**src/rtl/serial_add_sub.sv**
```systemverilog
// serial_add_sub: bit-serial adder/subtractor behind a start/done handshake.
// One full-adder slice processes the operands LSB-first, one bit per clock.
// The carry is kept in a flip-flop between bits.
// Subtraction is A + ~B + 1: B is inverted on load and the carry starts at 1.
module serial_add_sub #(
   parameter int WIDTH = 8
) (
   input  logic             clk,
   input  logic             rst,
   input  logic             start,
   input  logic             sub,
   input  logic [WIDTH-1:0] a,
   input  logic [WIDTH-1:0] b,
   output logic             busy,
   output logic             done,
   output logic [WIDTH-1:0] result,
   output logic             cout,
   output logic             ovf
);

   localparam int CW = (WIDTH > 1) ? $clog2(WIDTH) : 1;

   typedef enum logic [1:0] {
      IDLE = 2'd0,
      RUN  = 2'd1,
      DONE = 2'd2
   } state_t;

   state_t           state;
   state_t           nstate;
   logic             accept;
   logic             lastbit;
   logic [WIDTH-1:0] sa;
   logic [WIDTH-1:0] sb;
   logic [WIDTH-1:0] acc;
   logic             carry;
   logic [CW-1:0]    cnt;
   logic             sum;
   logic             cnext;

   // A new operation may only start from IDLE, or back-to-back from DONE.
   assign accept  = start && ((state == IDLE) || (state == DONE));
   assign lastbit = (cnt == CW'(WIDTH - 1));

   // Full-adder slice working on the current LSBs and the stored carry.
   always_comb begin
      sum   = sa[0] ^ sb[0] ^ carry;
      cnext = (sa[0] & sb[0]) | (sa[0] & carry) | (sb[0] & carry);
   end

   // State register.
   always_ff @(posedge clk or posedge rst) begin
      if (rst) begin
         state <= IDLE;
      end else begin
         state <= nstate;
      end
   end

   // Next-state logic: RUN lasts WIDTH cycles and DONE lasts one cycle.
   always_comb begin
      nstate = state;
      case (state)
         IDLE:    nstate = accept ? RUN : IDLE;
         RUN:     nstate = lastbit ? DONE : RUN;
         DONE:    nstate = accept ? RUN : IDLE;
         default: nstate = IDLE;
      endcase
   end

   // Handshake outputs are decoded from the state alone.
   always_comb begin
      busy = 1'b0;
      done = 1'b0;
      case (state)
         RUN:     busy = 1'b1;
         DONE:    done = 1'b1;
         default: begin
            busy = 1'b0;
            done = 1'b0;
         end
      endcase
   end

   // Operand load, serial shift, carry update and bit count.
   always_ff @(posedge clk or posedge rst) begin
      if (rst) begin
         sa    <= '0;
         sb    <= '0;
         acc   <= '0;
         carry <= 1'b0;
         cnt   <= '0;
      end else if (accept) begin
         sa    <= a;
         sb    <= b ^ {WIDTH{sub}};
         carry <= sub;
         cnt   <= '0;
      end else if (state == RUN) begin
         sa    <= sa >> 1;
         sb    <= sb >> 1;
         acc   <= {sum, acc[WIDTH-1:1]};
         carry <= cnext;
         cnt   <= cnt + 1'b1;
      end
   end

   // Publish the result on the MSB cycle so it only changes on the DONE-entry edge.
   // On that cycle the stored carry is the carry into the MSB, so ovf compares it with the carry out.
   always_ff @(posedge clk or posedge rst) begin
      if (rst) begin
         result <= '0;
         cout   <= 1'b0;
         ovf    <= 1'b0;
      end else if ((state == RUN) && lastbit) begin
         result <= {sum, acc[WIDTH-1:1]};
         cout   <= cnext;
         ovf    <= carry ^ cnext;
      end
   end

endmodule

```
**config.mk**
```make
export PLATFORM = sky130hd
export DESIGN_NAME = serial_add_sub
export DESIGN_NICKNAME = d
export VERILOG_FILES = /design/src/rtl/serial_add_sub.sv
export SDC_FILE = /design/constraint.sdc
export NUM_CORES = 1
export LEC_CHECK = 0
export CAP_MARGIN = 30
export CORE_MARGIN = 3
export CORE_UTILIZATION = 53
export CTS_BUF_LIST = sky130_fd_sc_hd__clkbuf_2 sky130_fd_sc_hd__clkbuf_4 sky130_fd_sc_hd__clkbuf_8
export DETAILED_ROUTE_END_ITERATION = 6
export PLACE_DENSITY_LB_ADDON = 0.12
export SETUP_SLACK_MARGIN = 0.02
export SLEW_MARGIN = 25
export SYNTH_ARGS = -nofsm -noshare
export SYNTH_HDL_FRONTEND = slang
export SYNTH_SLANG_ARGS = --single-unit
```
**constraint.sdc**
```tcl
create_clock -name clk -period 1.9 [get_ports clk]
set_input_delay 0.38 -clock clk [delete_from_list [all_inputs] [get_ports clk]]
set_output_delay 0.38 -clock clk [all_outputs]
set_load 0.05 [all_outputs]
```
==> results of run 1 <==
[cell families after synthesis]
| family | synth area share [%] |
|---|---|
| AO/OA/AOI/OAI | 9.065 |
| adder cells (fa/ha/maj) | 2.590 |
| flip-flops | 56.12 |
| multiplexers | 7.338 |
| AND/OR/NAND/NOR | 15.61 |
| XOR/XNOR | 4.532 |
| buffers and inverters | 4.748 |
[flip-flops by register name, summed over array words and instances (netlist names)]
name	cells
sa	8
state	2
cnt	3
carry	1
sb	8
ovf	1
cout	1
acc	7
result	8
[per-layer routing]
metal,wire length [microns],track usage [%],vias up
met1,1359,22.49,607
li1,-,-,599
met5,0,0,-
met4,48,7.278,0
met2,1552,29.64,32
met3,180,4.456,6
[report_power, final]
| part | internal (mW) | switching (mW) | leakage [nW] | total (mW) |
|---|---|---|---|---|
| Combinational | 0.712 | 1.05 | 0.517 | 1.77 |
| Sequential | 1.22 | 0.247 | 0.483 | 1.46 |
| Clock | 0.311 | 0.264 | 0.0482 | 0.575 |
[cells in the final DEF (no fill, tap or decap), types with 2 or more instances in the layout]
| master | instances |
|---|---|
| a221o_1 | 3 |
| a22o_1 | 3 |
| a22oi_1 | 5 |
| a31oi_1 | 6 |
| buf_12 | 2 |
| buf_4 | 7 |
| clkbuf_4 | 5 |
| clkdlybuf4s50_1 | 19 |
| dfrtp_1 | 39 |
| dlygate4sd2_1 | 8 |
| ha_1 | 2 |
| inv_1 | 2 |
| mux2_2 | 2 |
| mux2_4 | 7 |
| nand2_1 | 41 |
| nand3_1 | 6 |
| nor2_1 | 10 |
| nor2b_1 | 2 |
| o21ai_0 | 3 |
| xnor2_1 | 4 |
| xor2_1 | 5 |
[synthesized netlist by cell type, drive strengths merged]
cell     n
a22o     3
o21ai    3
nand3b   1
mux2     9
nor2    11
nor3     1
a22oi    5
fa       1
clkbuf   1
nand2b   2
xnor2    4
a21oi    1
o22ai    1
nand3    6
xor2     5
ha       2
a31oi    6
buf      9
nand2   41
inv      3
dfrtp   39
a221o    3
nor2b    2
[critical path, cell delays in order, from the launching register on]
cell and delay, ns:
dfrtp_1 0.40, nand2b_2 0.21, inv_4 0.25, buf_12 0.18
[worst max-delay path by stage]
| stage | slack, ns | to | cells after the start |
|---|---|---|---|
| 2_1_floorplan | 0.40 | done | 1 |
| 4_1_cts | 0.14 | busy | 3 |
| 3_5_place_dp | 0.18 | sb[2]$_DFFE_PP0P_ | 5 |
| 3_3_place_gp | 0.27 | sb[0]$_DFFE_PP0P_ | 4 |
| 6_report | 0.15 | busy | 3 |
| 5_1_grt | 0.08 | busy | 3 |
[metrics by stage]
step	util, %	cells	worst slack, ns
after floorplan	-	159	0.3999
after global placement	67.30	229	0.2656
after detailed placement	67.30	229	0.1777
after CTS	69.76	237	0.1365
after global routing	69.76	237	0.07903
final	69.76	237	0.1477
[final cells by class]
class                   instances  area, sq um  share of cell area (%)
clock inverters                 2        35.03                   1.618
clock buffers                   6        51.30                   2.370
flip-flops and latches         39        975.9                   45.09
well taps                      44        55.05                   2.543
inverters                       3        13.76                  0.6358
multi-input cells             107        680.7                   31.45
repair buffers                 36        352.8                   16.30
==> impl_metrics.yaml, run 1 <==
timing:
  rsz0062_at_grt: "no"
  worst_clock_skew_ns: 0.009429
  finalSetupViolCount: 0
  whs_ns: 0.4402
  fin_crit_ns: 1.752
  final_hold_viol_count: 0
  finalSetupTns_ns: 0
  fmax_ghz: 0.5707
  worst_pin_slew_ns: 0.5051
  final-max-slew-violation-count: 0
  fin_crit_sh_pct: 92.23
  max_slew_margin_pct: 66.46
finish:
  n_fill_cell: 272
  design_area_sq_mm: 0.002165
  drive_gt1_share_pct: 15.54
  fin_nets: 215
  areaGrowthSynthToFinish_pct: 24.46
  diodes: 0
logic_synthesis:
  synth_largest_type_area_fraction_pct: 56.12
  yosysTopAreaCell: "dfrtp_1"
  synth.distinct_cells: 29
  ys_seq_area_share_pct: 56.12
  ys_ff_latch: 39
  syn_inst: 159
  avgSynthCellArea_sq_um: 10.94
  synth_area_sq_mm: 0.001739
  syn_nets: 182
  yosys_warnings: 0
  synth.top_cells.by_area: "dfrtp_1 (56%), nand2_1 (8.8%), mux2_4 (6.0%)"
grt:
  grt_remaining_overflow: 0
  grt_pass1_vias: 1192
  grt_usage_pct: 17.91
  grt_max_degree: 40
  grt_pass1_wl_mm: 5.582
  antenna_found_initial: 0
route:
  first_iter_violations: 53
  first_pass_iters: 4
  vias: 1244
  ant_nets: 0
  vias_per_cell: 5.249
  drc: 0
  routed_wl_mm: 3.141
  wl_per_cell_microns: 13.25
clocking:
  insertion_delay_ns: 0.34
  clock-sinks: 39
  cts_tree: "yes"
  post_cts_buffers: 0
  cts_resized: 8
  cts_hold_buf: 0
  numCtsBuffers: 5
  cts_max_level: 2
  clkTransAtPathRegs_ns: 0.12
  cts-root-buf: "clkbuf_4"
  clock_path_buffers: 2
worst_setup_path:
  endpoint_kind: "output port"
  critPathLaunchType: "flop"
  reg2reg_depth: 4
  timing.rr.start: "cnt[0]$_DFFE_PP0P_"
  cp_max_fo: 27
  ff2ff_setup_slack_ns: 0.26
  worstSetupPathType: "flop to output port"
  crit_required_ns: 1.52
  crit_start: "state[1]$_DFF_PP0_"
  arrival_ns: 1.37
  reg2reg_to: "result[6]$_DFFE_PP0P_"
die:
  die_w_microns: 63.29
  core_sq_mm: 0.003103
  start_util_pct: 56.05
  die_h_microns: 63.29
  io_pins: 32
  die_area_sq_mm: 0.004005
  rows: 20
placement:
  placed_area_sq_mm: 0.002088
  globalplace.congestion: 0.7324
  dp_hpwl_mm: 2.128
  port_buffers: 31
power:
  ir_drop_v: 0.0007639
  p_total_mw: 3.804
  power.leakage_nw: 1.049
  pwr_density_cell_mw_per_mm2: 1758
run_status:
  status: "finished clean"
job:
  cap_violations: 0
min_path:
  hold_class: "primary input to async pin"
(Power assumes the default switching activity.)
==> inputs of run 2 (changes only) <==
- PLACE_DENSITY: not set -> 0.8
- PLACE_DENSITY_LB_ADDON: 0.12 -> not set
- SLEW_MARGIN: 25 -> 15
==> run 2 against run 1 <==
Against the previous run: hold slack lost 0.0021 ns; largest power group unchanged; sequential power is essentially flat; design area shrank 0.81%; via count shrank 0.48%; clock-buffer cell count grew 2; routed wire length grew 3.1%.
==> impl_metrics.yaml, run 2 (synthesis gave the netlist of run 1 again) <==
timing:
  final_hold_viol_count: 0
  whs_ns: 0.4381
  fin_crit_ns: 1.777
  rsz0062_at_grt: "no"
  worst_clock_skew_ns: 0.006186
  final-max-slew-violation-count: 0
  finalSetupViolCount: 0
  fmax_ghz: 0.5627
  max_slew_margin_pct: 67.28
  worst_pin_slew_ns: 0.4927
  fin_crit_sh_pct: 93.53
  finalSetupTns_ns: 0
clocking:
  cts_max_level: 2
  cts_resized: 9
  post_cts_buffers: 0
  cts-root-buf: "clkbuf_4"
  clock-sinks: 39
  insertion_delay_ns: 0.35
  clkTransAtPathRegs_ns: 0.11
  cts_tree: "yes"
  cts_hold_buf: 0
  numCtsBuffers: 5
  clock_path_buffers: 2
worst_setup_path:
  crit_required_ns: 1.52
  ff2ff_setup_slack_ns: 0.31
  reg2reg_depth: 4
  worstSetupPathType: "flop to output port"
  crit_start: "state[1]$_DFF_PP0_"
  timing.rr.start: "cnt[0]$_DFFE_PP0P_"
  path_buf_inv: 2
  cp.depth: 3
  arrival_ns: 1.40
  endpoint_kind: "output port"
  reg2reg_to: "result[5]$_DFFE_PP0P_"
  cp_cell_sequence: "nand2b_2 > inv_4 > buf_12"
  crit_end: "busy"
  path_delay_family: "buffers and inverters"
  cp_max_fo: 27
  cpPeakStageDelay_ns: 0.41
  critPathLaunchType: "flop"
  slowest_stage: "dfrtp_1"
route:
  routed_wl_mm: 3.237
  vias: 1238
  first_iter_violations: 48
  drc: 0
  ant_nets: 0
  wl_per_cell_microns: 13.60
  vias_per_cell: 5.202
  first_pass_iters: 4
placement:
  dp_hpwl_mm: 2.272
  port_buffers: 31
  placed_area_sq_mm: 0.002086
  globalplace.congestion: 0.7812
min_path:
  hold_class: "primary input to async pin"
power:
  ir_drop_v: 0.0007224
  power.leakage_nw: 1.042
  p_total_mw: 3.714
  pwr_density_cell_mw_per_mm2: 1730
finish:
  multiInputGateArea_sq_um: 680.7
  fin_nets: 216
  n_fill_cell: 273
  seqCellArea_sq_um: 975.9
  drive_gt1_share_pct: 15.46
  areaGrowthSynthToFinish_pct: 23.45
  diodes: 0
  utilization_pct: 69.19
  design_area_sq_mm: 0.002147
  top_regs: "result (8), sa (8), sb (8)"
  layout_common_cells: "nand2_1 (41), dfrtp_1 (39), clkdlybuf4s50_1 (19)"
  final_common_cell: "nand2_1"
grt:
  grt_pass1_vias: 1232
  grt_usage_pct: 17.63
  antenna_found_initial: 0
  grt_pass1_wl_mm: 5.437
  grt_remaining_overflow: 0
  grt_max_degree: 40
die:
  die_h_microns: 63.29
  die_w_microns: 63.29
  io_pins: 32
  start_util_pct: 56.05
  core_sq_mm: 0.003103
  rows: 20
  die_area_sq_mm: 0.004005
job:
  cap_violations: 0
run_status:
  status: "finished clean"
==> run 2: cell count changes in the layout (fill, tap and decap cells not counted), sizes merged <==
| cell | previous run | this run |
|---|---|---|
| bufinv | 1 | 0 |
| clkbuf | 6 | 8 |
| dlygate4sd2 | 8 | 9 |
| clkinv | 1 | 0 |
==> run 2: worst reg2reg max path, delay by kind of cell (launching register included) <==
kind                     cells  cell delay (ns)
multiplexers                 1             0.38
flip-flops                   1             0.41
adder cells (fa/ha/maj)      2             0.40
AND/OR/NAND/NOR              1             0.31
==> run 2: worst min-delay path by stage <==
stage                                 end  cells after the start                from  slack (ns)
finish              result[7]$_DFFE_PP0P_                      3                 rst        0.44
CTS                 result[7]$_DFFE_PP0P_                      3                 rst        0.45
global route            sb[0]$_DFFE_PP0P_                      3                 rst        0.49
detailed placement     acc[1]$_DFFE_PP0P_                      2  acc[1]$_DFFE_PP0P_        0.46
global placement       acc[1]$_DFFE_PP0P_                      2  acc[1]$_DFFE_PP0P_        0.47
floorplan              acc[1]$_DFFE_PP0P_                      2  acc[1]$_DFFE_PP0P_        0.45
==> run 2: metrics by stage <==
stage          setup slack, ns  cells
2_1_floorplan           0.3999    159
3_3_place_gp            0.3255    230
3_5_place_dp            0.2610    230
4_1_cts                0.09672    238
5_1_grt                0.04514    238
6_report                0.1230    238
==> run 2: final cells by class <==
| class | count | area share [%] |
|---|---|---|
| Sequential cell | 39 | 45.45 |
| Clock buffer | 8 | 3.380 |
| Multi-Input combinational cell | 107 | 31.70 |
| Timing Repair Buffer | 37 | 16.26 |
| Tap cell | 44 | 2.564 |
| Inverter | 3 | 0.6410 |
==> run 2: report_power, final <==
group	switching (mW)	total (mW)	internal [mW]
logic	1.06	1.77	0.702
registers	0.235	1.45	1.22
clock network	0.264	0.496	0.232
==> run 2: layer usage <==
layer	global-route usage, %	wire, microns
met4	7.278	57
met1	20.69	1379
met3	5.526	192
met2	29.91	1608
met5	0	0
